--- src/rtl/bcd_display_scanner.sv ---
// Binary-to-BCD display scanner: a sequential double-dabble converter feeding a
// time-multiplexed seven-segment scan with leading-zero blanking, decimal points and blink.
module bcd_display_scanner #(
  parameter int NUM_DIGITS  = 4,
  parameter int BIN_WIDTH   = 14,
  parameter int REFRESH_DIV = 2**19,
  parameter int BLINK_DIV   = 16,
  parameter int LZ_BLANK    = 1
) (
  input  logic                  clk,
  input  logic                  reset,
  input  logic                  load_i,
  input  logic [BIN_WIDTH-1:0]  number_i,
  input  logic [NUM_DIGITS-1:0] dp_i,
  input  logic                  blink_en_i,
  output logic                  busy_o,
  output logic                  overflow_o,
  output logic [3:0]            output_number,
  output logic [NUM_DIGITS-1:0] digit_select,
  output logic                  dp_o
);

  localparam int BCD_W   = NUM_DIGITS * 4;
  localparam int CNT_W   = $clog2(REFRESH_DIV);
  localparam int SLOT_W  = $clog2(NUM_DIGITS);
  localparam int FRAME_W = $clog2(BLINK_DIV + 1);
  localparam int SH_W    = $clog2(BIN_WIDTH + 1);

  function automatic logic [31:0] pow10(input int n);
    logic [31:0] r;
    r = 32'd1;
    for (int i = 0; i < n; i++) r = r * 32'd10;
    return r;
  endfunction

  localparam logic [31:0]      MAX_VAL = pow10(NUM_DIGITS) - 32'd1;
  localparam logic [BCD_W-1:0] NINES   = {NUM_DIGITS{4'h9}};

  // Double-dabble correction: any BCD digit of 5 or more gets +3 before the shift.
  function automatic logic [BCD_W-1:0] bcd_adjust(input logic [BCD_W-1:0] v);
    logic [BCD_W-1:0] r;
    r = v;
    for (int i = 0; i < NUM_DIGITS; i++) begin
      if (v[i*4 +: 4] >= 4'd5) r[i*4 +: 4] = v[i*4 +: 4] + 4'd3;
      else                     r[i*4 +: 4] = v[i*4 +: 4];
    end
    return r;
  endfunction

  typedef enum logic [1:0] {IDLE = 2'd0, SHIFT = 2'd1, COMMIT = 2'd2} state_t;

  state_t                state_r;
  logic [BIN_WIDTH-1:0]  bin_r;
  logic [BCD_W-1:0]      bcd_r;
  logic [BCD_W-1:0]      adj_s;
  logic [BCD_W-1:0]      disp_r;
  logic [SH_W-1:0]       sh_cnt_r;
  logic                  ovf_r;
  logic                  busy_r;
  logic                  overflow_r;
  logic [CNT_W-1:0]      ref_cnt_r;
  logic [SLOT_W-1:0]     slot_r;
  logic [FRAME_W-1:0]    frame_cnt_r;
  logic                  phase_r;
  logic                  tick_s;
  logic                  last_slot_s;
  logic                  frame_end_s;
  logic                  zero_above_s;
  logic                  lz_blank_s;
  logic                  dark_s;

  assign adj_s       = bcd_adjust(bcd_r);
  assign tick_s      = (ref_cnt_r == CNT_W'(REFRESH_DIV - 1));
  assign last_slot_s = (slot_r == SLOT_W'(NUM_DIGITS - 1));
  assign frame_end_s = tick_s & last_slot_s;
  assign busy_o      = busy_r;
  assign overflow_o  = overflow_r;

  // Conversion FSM: capture, BIN_WIDTH shift steps, then commit to the display register.
  always_ff @(posedge clk or negedge reset) begin
    if (!reset) begin
      state_r    <= IDLE;
      bin_r      <= '0;
      bcd_r      <= '0;
      sh_cnt_r   <= '0;
      ovf_r      <= 1'b0;
      disp_r     <= '0;
      busy_r     <= 1'b0;
      overflow_r <= 1'b0;
    end else begin
      case (state_r)
        IDLE: begin
          if (load_i) begin
            bin_r    <= number_i;
            bcd_r    <= '0;
            sh_cnt_r <= '0;
            ovf_r    <= (32'(number_i) > MAX_VAL);
            busy_r   <= 1'b1;
            state_r  <= SHIFT;
          end
        end
        SHIFT: begin
          bcd_r    <= {adj_s[BCD_W-2:0], bin_r[BIN_WIDTH-1]};
          bin_r    <= {bin_r[BIN_WIDTH-2:0], 1'b0};
          sh_cnt_r <= sh_cnt_r + SH_W'(1);
          if (sh_cnt_r == SH_W'(BIN_WIDTH - 1)) state_r <= COMMIT;
        end
        COMMIT: begin
          disp_r     <= ovf_r ? NINES : bcd_r;
          overflow_r <= ovf_r;
          busy_r     <= 1'b0;
          state_r    <= IDLE;
        end
        default: begin
          busy_r  <= 1'b0;
          state_r <= IDLE;
        end
      endcase
    end
  end

  // Refresh prescaler, slot rotation, frame counting and blink phase.
  always_ff @(posedge clk or negedge reset) begin
    if (!reset) begin
      ref_cnt_r   <= '0;
      slot_r      <= '0;
      frame_cnt_r <= '0;
      phase_r     <= 1'b0;
    end else begin
      ref_cnt_r <= tick_s ? '0 : ref_cnt_r + CNT_W'(1);
      if (tick_s) slot_r <= last_slot_s ? '0 : slot_r + SLOT_W'(1);
      if (!blink_en_i) begin
        frame_cnt_r <= '0;
        phase_r     <= 1'b0;
      end else if (frame_end_s) begin
        if (frame_cnt_r == FRAME_W'(BLINK_DIV - 1)) begin
          frame_cnt_r <= '0;
          phase_r     <= ~phase_r;
        end else begin
          frame_cnt_r <= frame_cnt_r + FRAME_W'(1);
        end
      end
    end
  end

  // Active-slot decode; a slot is dark when it is a blanked leading zero or blinked off.
  always_comb begin
    zero_above_s = 1'b1;
    for (int i = 0; i < NUM_DIGITS; i++) begin
      zero_above_s = zero_above_s & ~((i >= int'(slot_r)) & (disp_r[i*4 +: 4] != 4'd0));
    end
    lz_blank_s = (LZ_BLANK != 0) && (slot_r != '0) && zero_above_s && !dp_i[slot_r];
    dark_s     = lz_blank_s | (blink_en_i & phase_r);
    if (dark_s) begin
      digit_select  = '1;
      output_number = 4'hF;
      dp_o          = 1'b0;
    end else begin
      digit_select  = ~(NUM_DIGITS'(1) << slot_r);
      output_number = disp_r[{slot_r, 2'b00} +: 4];
      dp_o          = dp_i[slot_r];
    end
  end

endmodule

--- config.mk ---
export PLATFORM = sky130hd
export DESIGN_NAME = bcd_display_scanner
export DESIGN_NICKNAME = d
export VERILOG_FILES = /design/src/rtl/bcd_display_scanner.sv
export SDC_FILE = /design/constraint.sdc
export NUM_CORES = 1
export LEC_CHECK = 0
export ABC_AREA = 1
export CORE_MARGIN = 2
export CORE_UTILIZATION = 55
export CTS_CLUSTER_DIAMETER = 50
export DETAILED_ROUTE_END_ITERATION = 16
export GPL_ROUTABILITY_DRIVEN = 0
export MAX_ROUTING_LAYER = met4
export PLACE_DENSITY = 0.81
export SYNTH_ARGS = -nofsm -noshare
export SYNTH_HDL_FRONTEND = slang
export SYNTH_SLANG_ARGS = --single-unit
--- constraint.sdc ---
create_clock -name clk -period 3.6 [get_ports clk]
set_clock_uncertainty 0.2 [all_clocks]
set_input_delay 0.9 -clock clk [delete_from_list [all_inputs] [get_ports clk]]
set_output_delay 0.9 -clock clk [all_outputs]
set_load 0.05 [all_outputs]
==> results of run 1 <==
## cell families (layout without fill, tap and decap cells)
| kind of cell | Yosys count | after routing | share of synthesized area, % |
|---|---|---|---|
| AO/OA/AOI/OAI | 103 | 103 | 14.2 |
| XOR/XNOR | 14 | 14 | 2.93 |
| adder cells (fa/ha/maj) | 17 | 17 | 5.09 |
| buffers and inverters | 73 | 111 | 7.19 |
| flip-flops | 82 | 82 | 49.1 |
| AND/OR/NAND/NOR | 195 | 195 | 21.5 |
## worst reg2reg max path, cell delays in order, from the launching register on
cell and delay [ps]:
dfrtp_1 440, inv_2 90, nor2_4 60, inv_2 420
nand2_2 510, o22ai_1 260, nor2_1 70
## worst max-delay path by stage
stage	startpoint	end	cells past startpoint
final	slot_r[0]	output_number[1]	6
after global routing	slot_r[0]	output_number[1]	6
after CTS	slot_r[0]	output_number[1]	6
after detailed placement	dp_i[3]	output_number[1]	7
after global placement	dp_i[3]	output_number[0]	7
after floorplan	dp_i[3]	dp_o	4
## per-stage QoR
step	cells	utilization (%)	power [mW]
final	621	66.5	3.33
after detailed placement	607	63.9	2.68
after CTS	621	66.5	3.35
after global placement	607	63.9	2.61
after floorplan	484	-	2.30
after global routing	621	66.5	3.57
## synthesized netlist by cell type
cell	number	share of area, %
nand2_2	4	0.60
clkinv_2	1	0.12
o21ai_1	4	0.48
ha_1	17	5.1
nand3_2	1	0.24
buf_2	4	0.48
nand3_1	23	2.8
a22oi_1	7	1.3
nor3_1	5	0.60
clkbuf_2	1	0.12
o22ai_1	19	2.8
xor2_1	11	2.3
o21bai_1	2	0.36
o21ai_0	37	4.4
o32ai_2	1	0.39
dfrtp_1	82	49
or2_2	1	0.15
a21oi_1	27	3.2
xnor2_1	3	0.63
nand4_1	9	1.3
o32ai_1	3	0.63
buf_4	1	0.18
clkbuf_1	1	0.090
o211ai_1	1	0.18
buf_6	2	0.54
nor2_2	1	0.15
inv_2	9	0.81
nor2_8	2	0.96
nand2_4	3	0.81
nor2_4	4	1.1
inv_1	54	4.9
nand2_1	73	6.6
a22o_1	1	0.21
nor4_1	1	0.15
nor2_1	68	6.1
o31ai_1	1	0.18
## area by class of cell
| type | instances | area (um^2) |
|---|---|---|
| clock inverters | 3 | 40.0 |
| flip-flops and latches | 82 | 2050 |
| repair buffers | 33 | 415 |
| fillers | 621 | 2440 |
| inverters | 64 | 241 |
| well taps | 99 | 124 |
| multi-input cells | 329 | 1830 |
| clock buffers | 11 | 151 |
## report_power, final
group,internal [mW],switching (mW)
Clock,0.349,0.309
Combinational,0.491,0.772
Sequential,1.21,0.197
Total,2.05,1.28
## what timing repair did
item | in CTS | in global routing
gates resized for setup | 0 | 1
hold buffers | 0 | 0
endpoints found under the setup margin | 0 | 8
endpoints found under the hold margin | 0 | 0
buffers inserted | 0 | 0
## sequential cells by signal (all words and copies together), names as in the netlist, 2 cells and up
name         cells
ref_cnt_r       19
bcd_r           16
disp_r          16
bin_r           14
frame_cnt_r      5
sh_cnt_r         4
slot_r           2
state_r          2
## per-layer routing
metal	wire length (um)	vias up
li1	-	1663
met1	3910	1655
met2	4240	71
met3	315	13
met4	153	0
met5	0	-
==> run metrics, run 1 <==
CP startpoint kind=flip-flop; Top Family by Delay on Critical Path=simple AND/OR/NAND/NOR gates; Distinct cells, synth=36; final hold viol count=0; slowest CP cell=dfrtp_2; Core ar.=7290 um^2; CP Cell Sequence=inv_1 > ha_1 > nor3_1 > nand4_1 > nand4_1 > buf_12; commonest cells after routing, fill and taps aside=81 x dfrtp_1, 73 x nand2_1, 68 x nor2_1, 54 x inv_1, 37 x o21ai_0; Buf/Inv on CP=2; most common cell after layout, fill and taps aside=dfrtp_1; Worst Reg-to-Reg Cells=6; # setup viols final=0; Mean Syn Cell Area=between 8 and 9 um^2; reg2reg setup slack=~1400 ps; Net Count, Synth=523; reg2reg start=state_r[0]; die footprint=8310 um^2; class of the worst hold path=reg -> reg; Tmin final=~3400 ps; CP arrival=~2300 ps; routed vias/inst=5.48; dpl ws=around 220 ps; Syn Inst Count=between 400 and 500; clock sinks=slightly above 80; DRC Markers=0; placed inst area=between 4000 and 5000 um^2; Critical Path RT=about 2500 ps; GRT met3 Usage=~4.6%; leak pwr=approximately 2.4 nW; clock-pin slew on the worst setup and hold paths=roughly 80 ps; RSZ-0062 raised after global routing=no; post-synthesis sequential area ratio=between 40% and 50%; Max Cap Viol=0; Rows=31; H-Tree Depth=3; chip height=91.2 um; min-delay src=ref_cnt_r[0]; type of destination of the critical path=primary output; CTS tree=built; first-pass GRT wire length=14.5 mm; post-route design area=about 4900 um^2; Worst-Skew Late Latency=350 ps; WL/cell=13.9 um; grt peak-use layer=met2; grt met1 use=27.6%; via count=about 3400; Crit Path Class=reg -> out; largest net degree at the start of global routing=83; proportion of layout cells with a drive suffix above 1=10.2%; DRT iter0 DRCs=between 150 and 200; starting density of the core=between 50% and 60%; Post-Syn Area=4180 um^2; max-slew violation count=0; TNS Setup=0 ps; outcome=completed; CTS root buf=clkbuf_8; Critical Path Max Stage Delay=about 500 ps; placed wire-length estimate=6.08 mm; Crit path top cell by count=nand4_1; Antenna diodes=0; # IOs=33; vias in the first global route=3247; Tot GR Track Use=roughly 22%; drt pass-1 iters=4; final hold slack=273 ps; Antenna Violating Nets Remaining=0; WL final=8.62 mm; Hold EP=ref_cnt_r[0]; met2 Use GR=a little over a third; Layout Nets=approximately 560; VDD IR-drop max=approximately 340 uV; antenna violations before repair=0; die width=a little over 90 um; port bufs=32; FF-to-FF End=bin_r[7]; Area growth syn-to-layout=16.1%; setup ws final=approximately 190 ps; Worst Hold Depth=1; Achievable Freq=a little under 300 MHz; Slew headroom=around a third; FF+latch count, synth=82; power per cell area=between 600 and 700 nW/um^2; Slew @ Worst Pin=slightly above 1000 ps; CTS buffer count=9; Crit Path Max Fanout=15; Final period util=94.7%; synth warn=0; total gr overflow=0; worst-case clock buffer depth=2
No activity file was read; power rests on OpenSTA's default activity.
==> run 2, diff against run 1 <==
Settings changed: DONT_BUFFER_PORTS set to 1, PLACE_DENSITY 0.81 to 0.75.
Clock period 3.6 ns to 3.4 ns, I/O delays scaled along.
==> run 2 against run 1 <==
Compared with the run above:
- hold slack worse by 89 ps
- sequential share of layout area increased by 2.5 points
- utilization fell by 3.7 points
- power is 6.1% higher
- sequential power is 8% higher
- register-to-register slack worse by 180 ps
- critical endpoint is now output_number[0]
- count of clock-buffer cells in the layout is 1 lower
- critical path type unchanged
- non-clock buffer count down 22
- critical path depth is the same
==> run metrics, run 2 (synthesized netlist as in run 1, its figures left out) <==
area of the multi-input gates=1830 um^2 (unchanged); VDD IR-drop max=423 uV (was 338 uV); WL final=8.25 mm (was 8.62 mm); Critical Path Max Stage Delay=510 ps (was 500 ps); proportion of layout cells with a drive suffix above 1=11.0% (was 10.2%); Critical Path RT=2350 ps (was 2500 ps); Layout Nets=536 (was 558); Worst Reg-to-Reg Cells=6 (unchanged); drt pass-1 iters=4 (unchanged); TNS Setup=0 ps (unchanged); RSZ-0062 raised after global routing=no (unchanged); CTS buffer count=9 (unchanged); Antenna diodes=0 (unchanged); vias in the first global route=3165 (was 3247); Area growth syn-to-layout=9.64% (was 16.1%); class of the worst hold path=in -> async (was reg -> reg); largest net degree at the start of global routing=83 (unchanged); Post-Layout Cell Count=601 (was 621); slowest CP cell=dfrtp_2 (unchanged); Antenna Violating Nets Remaining=0 (unchanged); die width=91.2 um (unchanged); reg2reg setup slack=1260 ps (was 1440 ps); total gr overflow=0 (unchanged); Core ar.=7290 um^2 (unchanged); CTS tree=built (unchanged); CP Cell Sequence=inv_1 > ha_1 > nor3_1 > nand4_1 > nand4_1 > buf_4 (was inv_1 > ha_1 > nor3_1 > nand4_1 > nand4_1 > buf_12); type of destination of the critical path=primary output (unchanged); register bank with the most flops=ref_cnt_r (unchanged); final total power=3.53 mW (was 3.33 mW); Worst-Skew Late Latency=350 ps (about the same); # setup viols final=0 (unchanged); Tmin final=3210 ps; die footprint=8310 um^2 (unchanged); Crit Path Class=reg -> out (unchanged); DP Cell Count=584 (was 607); Crit Path Max Fanout=15 (unchanged); Slew @ Worst Pin=578 ps (was 1010 ps); biggest regs=ref_cnt_r x19, bcd_r x16, disp_r x16 (unchanged); Worst setup endpoint=output_number[0] (was output_number[1]); chip height=91.2 um (unchanged); H-Tree Depth=3 (unchanged); first-pass GRT wire length=14.2 mm (was 14.5 mm); WL/cell=13.7 um (was 13.9 um); CP arrival=2160 ps (was 2310 ps); leak pwr=2.29 nW (was 2.40 nW); Crit path top cell by count=nand4_1 (unchanged); Tot GR Track Use=22.0% (was 22.3%); most common cell after layout, fill and taps aside=dfrtp_1 (unchanged); port bufs=0 (was 32); Slew headroom=61.3% (was 32.9%); clock-pin slew on the worst setup and hold paths=90 ps (was 80 ps); clock sinks=82 (unchanged); antenna violations before repair=0 (unchanged); commonest cells after routing, fill and taps aside=80 x dfrtp_1, 73 x nand2_1, 68 x nor2_1, 54 x inv_1, 37 x o21ai_0 (was 81 x dfrtp_1, 73 x nand2_1, 68 x nor2_1, 54 x inv_1, 37 x o21ai_0); CTS root buf=clkbuf_8 (unchanged); power per cell area=771 nW/um^2 (was 687 nW/um^2); starting density of the core=57.3% (unchanged); FF-to-FF End=bin_r[6] (was bin_r[7]); max reg flops=19 (unchanged); post-CTS setup buffers=0 (unchanged); max-slew violation count=0 (unchanged); DRT iter0 DRCs=158 (was 163); final hold viol count=0 (unchanged); via count=3252 (was 3402); Reg area=2050 um^2 (about the same); placed wire-length estimate=5.76 mm (was 6.08 mm); Max Cap Viol=0 (unchanged); outcome=completed (unchanged); Rows=31 (unchanged); # IOs=33 (unchanged); routed vias/inst=5.41 (was 5.48); reg2reg start=state_r[0] (unchanged); fillers=661 (was 621); worst-case clock buffer depth=2 (unchanged); Critical Path Source=slot_r[0] (unchanged); Final period util=between 90 and 100%; CP startpoint kind=flip-flop (unchanged); DRC Markers=0 (unchanged); Achievable Freq=312 MHz
-- run 2: worst max-delay path, delay by kind of cell (launching register included) --
kind	cells	cell delay, ps
buf+inv	2	310
fa+ha+maj	1	230
simple gates	3	740
flops	1	510
-- run 2: worst min path at each step --
stage,from,endpoint,slack [ps],cells past startpoint
3_5_place_dp,ref_cnt_r[0],ref_cnt_r[0],250,1
5_1_grt,reset,frame_cnt_r[2],210,1
4_1_cts,reset,slot_r[1],200,1
2_1_floorplan,ref_cnt_r[0],ref_cnt_r[0],230,1
6_report,reset,frame_cnt_r[2],180,1
3_3_place_gp,ref_cnt_r[0],ref_cnt_r[0],250,1
-- run 2: cell type report --
class / instances / share of cell area (%)
multi-input cells: 329 / 39.9
repair buffers: 11 / 2.24
clock inverters: 6 / 2.29
flip-flops and latches: 82 / 44.8
inverters: 64 / 5.27
clock buffers: 10 / 2.79
well taps: 99 / 2.70
-- run 2: report_power, final --
part / internal, mW / total, mW / switching, mW
registers: 1.28 / 1.52 / 0.235
logic: 0.428 / 1.18 / 0.752
clock network: 0.485 / 0.836 / 0.351
-- run 2: what timing repair did --
action	CTS	global route
hold buffers	1	0
setup endpoints to repair	0	8
endpoints found under the hold margin	82	0
gates resized for setup	0	2
-- run 2: layer usage --
layer	part of all wire, %	up-vias	global-route usage [%]	wire length, um
met1	49	1552	29.4	4010
met3	3.8	14	3.98	314
met5	0	-	-	0
li1	-	1625	-	-
met4	2.0	0	8.46	165
met2	46	61	33.6	3760
-- run 2: through the flow --
step	utilization [%]	area [um^2]	setup slack, ps	hold slack [ps]
2_1_floorplan	-	4180	565	231
3_3_place_gp	59.2	4320	592	245
3_5_place_dp	59.2	4320	465	253
4_1_cts	62.8	4580	52.8	196
5_1_grt	62.8	4580	23.8	208
6_report	62.8	4580	195	184
